==> src/rtl/debounce_edge_fsm.sv <==
// Debouncer with synchronizer, tick-qualified stability count and
// registered level plus single-cycle rise/fall pulses.
module debounce_edge_fsm #(
  parameter int STABLE_TICKS = 3,
  parameter int SYNC_STAGES  = 2
) (
  input  logic clk,
  input  logic reset_n,
  input  logic sw,
  input  logic timer_done,
  output logic timer_en,
  output logic db_level,
  output logic db_rise,
  output logic db_fall
);

  localparam int CW = $clog2(STABLE_TICKS + 1);
  localparam logic [CW-1:0] LAST = CW'(STABLE_TICKS - 1);

  typedef enum logic [1:0] {
    LOW,
    WAIT_HIGH,
    HIGH,
    WAIT_LOW
  } state_e;

  logic [SYNC_STAGES-1:0] sync_q;
  state_e                 state_q, state_d;
  logic [CW-1:0]          cnt_q, cnt_d;
  logic                   en_q, en_d;
  logic                   lvl_q, lvl_d;
  logic                   rise_q, rise_d;
  logic                   fall_q, fall_d;
  logic                   s;
  logic                   tick;

  assign s    = sync_q[SYNC_STAGES-1];
  assign tick = timer_done & en_q;

  // Abort on s is tested before the tick so it wins a final-tick race.
  always_comb begin
    state_d = state_q;
    cnt_d   = cnt_q;
    rise_d  = 1'b0;
    fall_d  = 1'b0;
    unique case (state_q)
      LOW: begin
        if (s) begin
          state_d = WAIT_HIGH;
          cnt_d   = '0;
        end
      end
      WAIT_HIGH: begin
        if (!s) begin
          state_d = LOW;
        end else if (tick) begin
          if (cnt_q == LAST) begin
            state_d = HIGH;
            cnt_d   = '0;
            rise_d  = 1'b1;
          end else begin
            cnt_d = cnt_q + 1'b1;
          end
        end
      end
      HIGH: begin
        if (!s) begin
          state_d = WAIT_LOW;
          cnt_d   = '0;
        end
      end
      WAIT_LOW: begin
        if (s) begin
          state_d = HIGH;
        end else if (tick) begin
          if (cnt_q == LAST) begin
            state_d = LOW;
            cnt_d   = '0;
            fall_d  = 1'b1;
          end else begin
            cnt_d = cnt_q + 1'b1;
          end
        end
      end
    endcase
    en_d  = (state_d == WAIT_HIGH) || (state_d == WAIT_LOW);
    lvl_d = (state_d == HIGH) || (state_d == WAIT_LOW);
  end

  always_ff @(posedge clk or negedge reset_n) begin
    if (!reset_n) begin
      sync_q  <= '0;
      state_q <= LOW;
      cnt_q   <= '0;
      en_q    <= 1'b0;
      lvl_q   <= 1'b0;
      rise_q  <= 1'b0;
      fall_q  <= 1'b0;
    end else begin
      sync_q  <= {sync_q[SYNC_STAGES-2:0], sw};
      state_q <= state_d;
      cnt_q   <= cnt_d;
      en_q    <= en_d;
      lvl_q   <= lvl_d;
      rise_q  <= rise_d;
      fall_q  <= fall_d;
    end
  end

  assign timer_en = en_q;
  assign db_level = lvl_q;
  assign db_rise  = rise_q;
  assign db_fall  = fall_q;

endmodule
==> config.mk <==
export PLATFORM = sky130hd
export DESIGN_NAME = debounce_edge_fsm
export DESIGN_NICKNAME = d
export VERILOG_FILES = /design/src/rtl/debounce_edge_fsm.sv
export SDC_FILE = /design/constraint.sdc
export NUM_CORES = 1
export LEC_CHECK = 0
export ABC_AREA = 1
export CAP_MARGIN = 25
export CORE_AREA = 5 5 42 44
export DETAILED_ROUTE_END_ITERATION = 6
export DIE_AREA = 0 0 47 49
export MAX_ROUTING_LAYER = met4
export SYNTH_ARGS = -nofsm -noshare
export SYNTH_HDL_FRONTEND = slang
export SYNTH_SLANG_ARGS = --single-unit
==> constraint.sdc <==
create_clock -name clk -period 2.25 [get_ports clk]
set_input_delay 0.45 -clock clk [delete_from_list [all_inputs] [get_ports clk]]
set_output_delay 0.45 -clock clk [all_outputs]
set_load 0.005 [all_outputs]
==> metrics.txt, run 1 <==
outcome completed; number of synthesized flops with an enable pin 0; clock buffer depth 2; Critical Path AT 1.19 ns; CP bufs+invs 1; # hold bufs at CTS 0; min Tclk post-route 1.64 ns; GRT Util Overall 6.36%; NetSw 0.180 mW; power share of the combinational group 30.3%; Die ar. 0.00230 mm²; vias in the first global route 242; Critical Path, Cell by Cell clkdlybuf4s50_1; CTS tree built; Worst Setup End Kind output port; Clock power frac 24.2%; ys flop type dfrtp_1; sw frac 34.4%; Max Slew Vio Count 0; Data required, critical path 1.80 ns; slowest stage cell, crit path clkdlybuf4s50_1; commonest cells in the netlist nand2_1 (10), dfrtp_1 (9), nor2_1 (5); initial antenna violation count 0; antenna-violating nets left 0; Netlist cell types 9; Critical Path Source Type flop; TritonCTS Buffers 3; Post-Synthesis Mean Instance Area 9.04 µm²; pre-CTS setup slack 0.836 ns; Power Density 1090 mW/mm²; Final Setup Violations 0; # rows 14; cts repair resizes 0; leak pwr 0.236 nW; Die Y-Extent 49 µm; core area 0.00140 mm²; max_cap viols 0; worst relative slew slack 73.8%; setup tns final 0 ns; Vias 276; hpwl dp 458 µm; Fmax achieved 611 MHz; Yosys top cell area share 62.3%; Port Buffers 7; Mapped Area 362 µm²; worst setup margin 0.614 ns; share of cells above drive strength 1 19.6%; hold slack 0.355 ns; CTS sink count 9; Worst-path clk slew 0.06 ns; fin cells 67; CP startpoint db_level; first-pass GRT wire length 938 µm; hold_sp sync_q[0]; CP Class flop to output port; CP max stage delay 0.52 ns; area grow syn2layout 32.5%; Synth warnings 0; Top Ports 8; Largest delay share family, worst path buffers and inverters; Post-Syn Nets 44; worst vdd ir 0.345 mV; ant diodes 0; Final Hold Violating Endpoints 0; Synth area leader dfrtp_1; TritonRoute pass-1 iters 2; ys async rst share 100%; RSZ-0062 raised after global routing no; drt wl/cell 8.61 µm; total placed cells including tap cells 63; Hold/Removal Path Class flop to flop; H-tree levels 1; nets@finish 56; Internal 0.343 mW; DR DRC count 0; Vias per Instance 4.12; post-CTS setup buffer count 0; Finished Core Util 34.2%; RePlAce Congestion 0.757; most common cell in the netlist nand2_1; register area share after synthesis 62.3%; Initial Util 25.8%; Initial DRC Count 5; sequential share of power 45.5%; root buf cell clkbuf_4; critical path fanouts, max 4; final WL 577 µm; Reg2Reg Launch Point db_level; gr ovfl total 0; Syn Inst Count 40; worst-skew pair later-pin latency 0.27 ns; Slew @ Worst Pin 0.391 ns; final clock period utilization by the worst path 72.7%; Seq cells post-synth 9; worst clock skew 0.00422 ns; largest cells by area after synthesis dfrtp_1 (62%), nand2_1 (10%), nand2_2 (6.9%); pin count of the biggest net entering global routing 10; DIE WIDTH 47 µm
## per-layer routing
| metal | wire, µm | up-vias | share of wire [%] | global-route usage, % |
|---|---|---|---|---|
| met2 | 237 | 8 | 41 | 6.79 |
| met4 | 29 | 0 | 5.0 | 6.91 |
| met1 | 269 | 119 | 47 | 7.52 |
| met3 | 41 | 3 | 7.1 | 3.32 |
| met5 | 0 | - | 0 | - |
| li1 | - | 146 | - | - |
## area by class of cell
| cell class | instances | area [µm²] |
|---|---|---|
| multi-input cells | 26 | 118 |
| inverters | 5 | 18.8 |
| well taps | 16 | 20.0 |
| repair buffers | 7 | 70.1 |
| fillers | 152 | 922 |
| flip-flops and latches | 9 | 225 |
| clock inverters | 1 | 5.00 |
| clock buffers | 3 | 22.5 |
## cell usage in the layout (no fill, tap or decap)
cell type	instances
nand2_1	10
a21oi_1	2
clkbuf_4	3
inv_2	1
inv_1	4
nand2_2	4
clkdlybuf4s50_1	7
nand3_1	4
nor2_2	1
clkinv_2	1
nor2_1	5
dfrtp_1	9
## state kept, by name (all words and copies together) (netlist names)
name      flops
state_q       1
timer_en      1
db_level      1
db_rise       1
db_fall       1
sync_q        2
cnt_q         2
## through the flow
step	power, mW	cell area (µm²)
floorplan	0.339	362
global placement	0.400	452
detailed placement	0.403	452
CTS	0.531	479
global route	0.568	479
finish	0.523	479
## cell families after synthesis
kind of cell	share of synthesized area [%]
compound gates	2.77
buf+inv	5.19
simple gates	29.8
flops	62.3
## power by group through the flow
| stage | Clock (mW) | Sequential [mW] | Combinational [mW] |
|---|---|---|---|
| 2_1_floorplan | 0 | 0.238 | 0.102 |
| 3_3_place_gp | 0 | 0.240 | 0.160 |
| 3_5_place_dp | 0 | 0.241 | 0.161 |
| 4_1_cts | 0.130 | 0.238 | 0.162 |
| 5_1_grt | 0.141 | 0.246 | 0.180 |
| 6_report | 0.127 | 0.238 | 0.159 |
## path summary, 6_finish.rpt
kind | slack, ns | to | depth (start not counted)
setup / recovery | 0.61 | db_level | 1
hold reg to reg | 0.35 | sync_q[1] | 0
hold / removal | 0.35 | sync_q[1] | 0
max in group asynchronous | 1.50 | cnt_q[1] | 1
setup reg to reg | 1.34 | cnt_q[1] | 6
min in group asynchronous | 0.47 | db_level | 1
(Power assumes the default switching activity.)
==> run 2: changes to the inputs <==
==> constraint.sdc (replaced) <==
create_clock -name clk -period 1.7 [get_ports clk]
set_input_delay 0.34 -clock clk [delete_from_list [all_inputs] [get_ports clk]]
set_output_delay 0.34 -clock clk [all_outputs]
set_load 0.005 [all_outputs]
==> run 2 against run 1 <==
Final cell count stayed put. Non-clock buffer count stayed put. Combinational power is 33% higher. First-iteration DRC count is 80% lower. Register-to-register slack worse by 0.55 ns. Sequential share of layout area stayed put. Clock power is 23% higher. Sequential power is 33% higher. Power is 31% higher. Global-route usage is 0.89 points higher. Clock skew is 0.0017 ns lower. Worst hold slack hardly changed.
==> metrics.txt, run 2 (synthesis gave the netlist of run 1 again) <==
gr ovfl total 0 (unchanged); leak pwr 0.236 nW (unchanged); commonest non-fill, non-tap cell in the layout nand2_1; # hold bufs at CTS 0 (unchanged); Initial DRC Count 1 (-4); nets@finish 56 (unchanged); Worst Setup End Kind output port; outcome completed; CP Class flop to output port; hpwl dp 504 µm (+10%); initial antenna violation count 0 (unchanged); ant diodes 0 (unchanged); slowest stage cell, crit path clkdlybuf4s50_1; Vias 272 (-1.4%); Final Setup Violations 0 (unchanged); RSZ-0062 raised after global routing no; TritonRoute pass-1 iters 3 (+1); Initial Util 25.8% (unchanged); fin cells 67 (unchanged); worst vdd ir 0.582 mV (+69%); clock buffer depth 2 (unchanged); DR DRC count 0 (unchanged); share of cells above drive strength 1 19.6% (unchanged); worst-skew pair later-pin latency 0.25 ns (-0.02 ns); max_cap viols 0 (unchanged); RePlAce Congestion 0.745 (-1.6%); Final Cell Area 479 µm² (unchanged); Critical Path, Cell by Cell clkdlybuf4s50_1; area of the multi-input gates 118 µm² (unchanged); CTS sink count 9 (unchanged); antenna-violating nets left 0 (unchanged); min Tclk post-route 1.51 ns; Data required, critical path 1.36 ns (-0.44 ns); R2R setup slack 0.79 ns (-0.55 ns); final WL 604 µm (+4.7%); worst relative slew slack 74.2% (+0.40 points); Critical Path AT 1.17 ns (-0.02 ns); DIE WIDTH 47 µm (unchanged); total placed cells including tap cells 63 (unchanged); commonest non-fill, non-tap cells in the layout nand2_1 (10), dfrtp_1 (9), clkdlybuf4s50_1 (7); Critical Path Source Type flop; Worst-path clk slew 0.06 ns (about the same); Fmax achieved 663 MHz; Die ar. 0.00230 mm² (unchanged); GRT Util Overall 7.25% (+0.89 points); sequential cell area 225 µm² (unchanged); H-tree levels 1 (unchanged); Largest delay share family, worst path buffers and inverters; # fillers 147 (-3.3%); TritonCTS Buffers 3 (unchanged); # rows 14 (unchanged); first-pass GRT wire length 1150 µm (+23%); Hold/Removal Path Class flop to flop; vias in the first global route 290 (+20%); CP bufs+invs 1 (unchanged); setup tns final 0 ns (unchanged); Post-DP Area 452 µm² (unchanged); cts repair resizes 0 (unchanged); Die Y-Extent 49 µm (unchanged); Finished Core Util 34.2% (unchanged); core area 0.00140 mm² (unchanged); Final Hold Violating Endpoints 0 (unchanged); area grow syn2layout 32.5% (unchanged); post-CTS setup buffer count 0 (unchanged); largest registers cnt_q (2), sync_q (2); Vias per Instance 4.06 (-1.4%); worst clock skew 0.00257 ns (-0.00165 ns); final clock period utilization by the worst path 88.7%; Max Slew Vio Count 0 (unchanged); Power Density 1430 mW/mm² (+31%); CTS tree built; PnR Total Power 0.685 mW (+31%); Slew @ Worst Pin 0.385 ns (-0.00597 ns); pin count of the biggest net entering global routing 10 (unchanged); drt wl/cell 9.01 µm (+4.7%); Top Ports 8 (unchanged); Port Buffers 7 (unchanged); root buf cell clkbuf_4; critical path fanouts, max 4 (unchanged); CP max stage delay 0.52 ns (about the same)
run 2: worst paths after layout:
kind,start,endpoint,cells past startpoint
max in group asynchronous,reset_n,db_level,1
hold / removal,sync_q[0],sync_q[1],0
setup reg to reg,sync_q[1],cnt_q[1],6
hold reg to reg,sync_q[0],sync_q[1],0
min in group asynchronous,reset_n,sync_q[0],1
setup / recovery,db_level,db_level,1
run 2: where the power goes:
group / switching, mW / total (mW) / internal, mW
Sequential: 0.0472 / 0.317 / 0.269
Clock: 0.0695 / 0.156 / 0.0864
Combinational: 0.115 / 0.212 / 0.0979
run 2: area by class of cell:
cell class                 instances  share of cell area (%)
timing repair buffer               7                    14.6
sequential                         9                    47.0
clock buffer                       3                    4.70
multi-input combinational         26                    24.5
clock inverter                     1                    1.04
tap                               16                    4.18
inverter                           5                    3.92
run 2: metrics by stage:
stage	worst slack [ns]	hold slack [ns]
2_1_floorplan	0.840	0.0444
3_3_place_gp	0.383	0.339
3_5_place_dp	0.387	0.339
4_1_cts	0.180	0.356
5_1_grt	0.128	0.368
6_report	0.191	0.355
run 2: layer usage:
metal	routed length, µm	global-route usage (%)	share of wire, %	vias to the layer above
met2	289	9.95	48	7
met3	39	2.21	6.5	4
met4	15	5.53	2.5	0
met5	0	-	0	-
met1	259	8.49	43	117
li1	-	-	-	144
